## config.mk

```make
export PLATFORM = sky130hd
export DESIGN_NAME = tdm_demux18
export DESIGN_NICKNAME = d
export VERILOG_FILES = /design/src/rtl/tdm_pkg.sv /design/src/rtl/tdm_slot_ctr.sv /design/src/rtl/tdm_demux18.sv
export SDC_FILE = /design/constraint.sdc
export NUM_CORES = 1
export LEC_CHECK = 0
export ABC_AREA = 1
export CORE_UTILIZATION = 34
export CTS_BUF_LIST = sky130_fd_sc_hd__clkbuf_16
export CTS_CLUSTER_DIAMETER = 60
export CTS_CLUSTER_SIZE = 25
export DETAILED_ROUTE_END_ITERATION = 10
export MAX_ROUTING_LAYER = met4
export PLACE_DENSITY = 0.51
export SLEW_MARGIN = 20
export SYNTH_ARGS = -nofsm -noshare
export SYNTH_HDL_FRONTEND = slang
export SYNTH_SLANG_ARGS = --single-unit
export TNS_END_PERCENT = 50
```

## constraint.sdc

```tcl
create_clock -name clk -period 2.48 [get_ports clk]
set_clock_uncertainty 0.2 [all_clocks]
set_input_delay 0.248 -clock clk [delete_from_list [all_inputs] [get_ports clk]]
set_output_delay 0.248 -clock clk [all_outputs]
set_load 0.005 [all_outputs]
```

## src/rtl/tdm_pkg.sv

```systemverilog
// Shared definitions for the TDM serializer/deserializer pair.
package tdm_pkg;

    typedef enum logic {
        HUNT   = 1'b0,
        LOCKED = 1'b1
    } tdm_state_t;

    localparam int TDM_LANES = 8;

    // Slot index width; also used by the transmit-side select counter.
    function automatic int slot_width(input int lanes);
        return $clog2(lanes);
    endfunction

endpackage

```

## src/rtl/tdm_slot_ctr.sv

```systemverilog
// Mod-LANES slot counter with clear, load-to-1 and increment (priority in that order).
module tdm_slot_ctr
    import tdm_pkg::*;
#(
    parameter int LANES  = TDM_LANES,
    parameter int SLOT_W = slot_width(LANES)
) (
    input  logic              clk,
    input  logic              rst,
    input  logic              clr,
    input  logic              load1,
    input  logic              inc,
    output logic [SLOT_W-1:0] cnt
);

    always_ff @(posedge clk or posedge rst) begin
        if (rst) begin
            cnt <= '0;
        end else if (clr) begin
            cnt <= '0;
        end else if (load1) begin
            cnt <= SLOT_W'(1);
        end else if (inc) begin
            cnt <= (cnt == SLOT_W'(LANES - 1)) ? '0 : cnt + SLOT_W'(1);
        end
    end

endmodule

```

## src/rtl/tdm_demux18.sv

```systemverilog
// TDM 1:LANES deserializer with sync-marker frame alignment and error flagging.
module tdm_demux18
    import tdm_pkg::*;
#(
    parameter int LANES  = TDM_LANES,
    parameter int SLOT_W = slot_width(LANES)
) (
    input  logic              clk,
    input  logic              rst,
    input  logic              din,
    input  logic              en,
    input  logic              sync,
    output logic [LANES-1:0]  dout,
    output logic              out_valid,
    output logic [SLOT_W-1:0] slot,
    output logic              locked,
    output logic              frame_err
);

    tdm_state_t        state_q, state_d;
    logic [LANES-2:0]  shadow;
    logic              ctr_clr, ctr_load1, ctr_inc;
    logic              sh_we, sh_zero;
    logic              dout_ld, valid_d, err_d;

    tdm_slot_ctr #(.LANES(LANES), .SLOT_W(SLOT_W)) u_ctr (
        .clk   (clk),
        .rst   (rst),
        .clr   (ctr_clr),
        .load1 (ctr_load1),
        .inc   (ctr_inc),
        .cnt   (slot)
    );

    always_ff @(posedge clk or posedge rst) begin
        if (rst) begin
            state_q <= HUNT;
        end else begin
            state_q <= state_d;
        end
    end

    always_comb begin
        state_d   = state_q;
        ctr_clr   = 1'b0;
        ctr_load1 = 1'b0;
        ctr_inc   = 1'b0;
        sh_we     = 1'b0;
        sh_zero   = 1'b0;
        dout_ld   = 1'b0;
        valid_d   = 1'b0;
        err_d     = 1'b0;
        if (en) begin
            unique case (state_q)
                HUNT: begin
                    if (sync) begin
                        sh_we     = 1'b1;
                        sh_zero   = 1'b1;
                        ctr_load1 = 1'b1;
                        state_d   = LOCKED;
                    end
                end
                LOCKED: begin
                    if (sync) begin
                        // An early marker restarts the frame on this bit.
                        err_d     = (slot != '0);
                        sh_we     = 1'b1;
                        sh_zero   = 1'b1;
                        ctr_load1 = 1'b1;
                    end else if (slot == '0) begin
                        err_d   = 1'b1;
                        ctr_clr = 1'b1;
                        state_d = HUNT;
                    end else if (slot == SLOT_W'(LANES - 1)) begin
                        dout_ld = 1'b1;
                        valid_d = 1'b1;
                        ctr_inc = 1'b1;
                    end else begin
                        sh_we   = 1'b1;
                        ctr_inc = 1'b1;
                    end
                end
                default: state_d = HUNT;
            endcase
        end
    end

    // Last slot bit bypasses the shadow straight into the MSB of dout.
    always_ff @(posedge clk or posedge rst) begin
        if (rst) begin
            shadow    <= '0;
            dout      <= '0;
            out_valid <= 1'b0;
            frame_err <= 1'b0;
        end else begin
            if (sh_we) begin
                shadow[sh_zero ? '0 : slot] <= din;
            end
            if (dout_ld) begin
                dout <= {din, shadow};
            end
            out_valid <= valid_d;
            frame_err <= err_d;
        end
    end

    assign locked = (state_q == LOCKED);

endmodule

```

==> impl_metrics.json <==
{
  "pwr-share-clk_pct": 27.4,
  "vias": 885,
  "power.total_w": 0.001217,
  "area_growth_syn_to_layout_pct": 27.90,
  "antenna_found_initial": 0,
  "avgViaCountPerCell": 4.403,
  "core_area_um2": 3053,
  "ant_nets": 0,
  "synth_warnings": 0,
  "syn_area_um2": 1090,
  "leakagePower_nw": 0.7353,
  "synth.most_common_cell": "nand2_1",
  "async_flop_share_pct": 100.0,
  "switching_share_pct": 33.91,
  "period_needed_ps": 2031,
  "power-per-cell-area_nw_per_um2": 873.0,
  "nets": 168,
  "start_util_pct": 35.70,
  "tightest_slew_ps": 442.1,
  "peakVddDrop_mv": 0.5326,
  "path_class": "flop to flop",
  "clockRootBuffer": "clkbuf_16",
  "grt_pass1_vias": 816,
  "rr_endpoint": "u_ctr.cnt[1]$_DFFE_PP0P_",
  "synthFlopType": "dfrtp_1",
  "ys_top_cells_by_count": "50 x nand2_1, 21 x dfrtp_1, 19 x inv_1, 12 x nand3_1, 6 x nand4_1",
  "combPwrFrac_pct": 32.5,
  "p_switching_w": 0.0004127,
  "timing.fmax_mhz": 492.4,
  "syn_inst": 136,
  "multi_input_area_um2": 466.7,
  "cts-buffers-inserted": 3,
  "synth_edf_count": 0,
  "die_h_um": 58.62,
  "maxCapViolCount": 0,
  "layout-drive-gt1-share_pct": 10.19,
  "r2r_cells": 8,
  "dpl_cell_area_um2": 1314,
  "seqPwrFrac_pct": 40.2,
  "grt_usage_pct": 14.38,
  "relSlewSlack_pct": 70.45,
  "status": "complete, no violations",
  "route.detailed.drc": 0,
  "post-route-period-util_pct": 81.89,
  "rows": 20,
  "dieArea_um2": 3436,
  "avgSynthCellArea_um2": 8.013,
  "place.gp.congestion": 0.7728,
  "final_max_slew_viol_count": 0,
  "synth_top_area_share_pct": 48.22,
  "setup_violations": 0,
  "finalHoldViolCount": 0,
  "cts_sinks": 21,
  "ff_latch_area_um2": 525.5,
  "first_iter_violations": 24,
  "ys_seq_area_share_pct": 48.22,
  "io_pins": 19,
  "end_kind": "flop",
  "synth.area.top_cells": "dfrtp_1 48%, nand2_1 17%, inv_1 6.5%",
  "rrSetupSlack_ps": 450,
  "antenna_cells": 0,
  "reg2reg_from": "u_ctr.cnt[0]$_DFFE_PP0P_",
  "clkLatencyLatePin_ps": 250,
  "cts_buffer_depth": 2,
  "grt_pass1_wl_um": 3560,
  "crit_fanout": 9,
  "synth_cell_types": 17,
  "drt-total-wl_um": 2062,
  "fin_tns_setup_ps": 0,
  "synth_seq_cells": 21,
  "port_buffers": 18,
  "cts_tree": "done",
  "synth_area_leader_cell": "dfrtp_1",
  "cts.repair.resized": 0,
  "hold_buffers": 0,
  "die_w_um": 58.62,
  "dr.pass1.iters": 4,
  "p_int_w": 0.0008041,
  "finalInstanceArea_um2": 1394,
  "htreeDepth": 1,
  "grt_overflow": 0,
  "worstPathArrival_ps": 1990,
  "synth_fp_nets": 146,
  "startpoint_type": "flop",
  "rsz0062_at_grt": "no",
  "wl_per_cell_um": 10.26,
  "required_ps": 2440,
  "path_clk_slew_ps": 60,
  "grt_max_degree": 22,
  "postCtsSetupBuffers": 0,
  "dpl.hpwl_um": 1561,
  "hold_path_class": "input port to asynchronous set/reset pin",
  "fill_cells": 331
}
registers in the layout, indices dropped and copies added, names as in the netlist:
| name | cells |
|---|---|
| dout | 8 |
| frame_err | 1 |
| locked | 1 |
| out_valid | 1 |
| shadow | 7 |
| u_ctr.cnt | 3 |
per-stage QoR:
step	std cells	hold WS [ps]	worst slack, ps	utilization, %
final	201	134.9	449.2	45.66
after global routing	201	169.4	254.5	45.66
after CTS	201	143.0	426.6	45.66
after detailed placement	197	262.3	458.0	43.03
after global placement	197	263.4	495.0	43.03
after floorplan	136	24.53	709.4	-
placed cells by master (no fill, tap or decap):
cell type        count
nand3_1             12
nor2_4               1
nor2_1               5
o21ai_0              5
nand2_4              1
nand4_1              6
ha_1                 5
inv_2                2
clkinv_2             1
dfrtp_1             21
nand3_2              1
clkdlybuf4s50_1     18
clkbuf_16            3
nand2_1             50
nor2_2               2
nand2_2              2
inv_1               19
o21ai_2              2
buf_4                1
how the worst max path moves through the flow:
| stage | end | from | cells past startpoint |
|---|---|---|---|
| 5_1_grt | u_ctr.cnt[2]$_DFFE_PP0P_ | u_ctr.cnt[0]$_DFFE_PP0P_ | 8 |
| 4_1_cts | u_ctr.cnt[2]$_DFFE_PP0P_ | u_ctr.cnt[0]$_DFFE_PP0P_ | 8 |
| 2_1_floorplan | u_ctr.cnt[0]$_DFFE_PP0P_ | u_ctr.cnt[0]$_DFFE_PP0P_ | 9 |
| 3_3_place_gp | u_ctr.cnt[1]$_DFFE_PP0P_ | u_ctr.cnt[0]$_DFFE_PP0P_ | 8 |
| 6_report | u_ctr.cnt[1]$_DFFE_PP0P_ | u_ctr.cnt[0]$_DFFE_PP0P_ | 8 |
| 3_5_place_dp | u_ctr.cnt[2]$_DFFE_PP0P_ | u_ctr.cnt[0]$_DFFE_PP0P_ | 8 |
routing by layer:
layer | part of all wire (%) | wire (µm) | track usage [%]
met5 | 0 | 0 | -
met4 | 1.1 | 23 | 6.803
met2 | 46 | 940 | 21.84
met3 | 2.6 | 53 | 2.857
met1 | 51 | 1044 | 18.46
power groups by stage:
stage / sequential, W / clock (W) / combinational [W]
after global routing: 0.000504 / 0.000361 / 0.000456
after floorplan: 0.000478 / 0 / 0.000274
after CTS: 0.000489 / 0.000343 / 0.000403
final: 0.000489 / 0.000333 / 0.000395
after detailed placement: 0.000494 / 0 / 0.000399
after global placement: 0.000496 / 0 / 0.000395
layout make-up:
cell class	instances	area share [%]
timing repair buffer	19	13.46
tap	44	3.950
inverter	21	5.655
sequential	21	37.70
clock buffer	3	5.386
multi-input combinational	92	33.48
clock inverter	1	0.3591
worst max-delay path, cell delays in order, from the launching register on:
cell     delay, ps
dfrtp_1        510
inv_1          140
ha_1           260
inv_1           80
nor2_2          50
ha_1           190
nand2_1        170
nand3_1        140
o21ai_0        200
cell families after synthesis:
family | share of synthesized area [%]
AOI/OAI and AO/OA | 3.903
buffers and inverters | 8.956
and+or+nand+nor | 33.18
adders and majority gates | 5.741
DFF | 48.22
(Power assumes the default switching activity.)
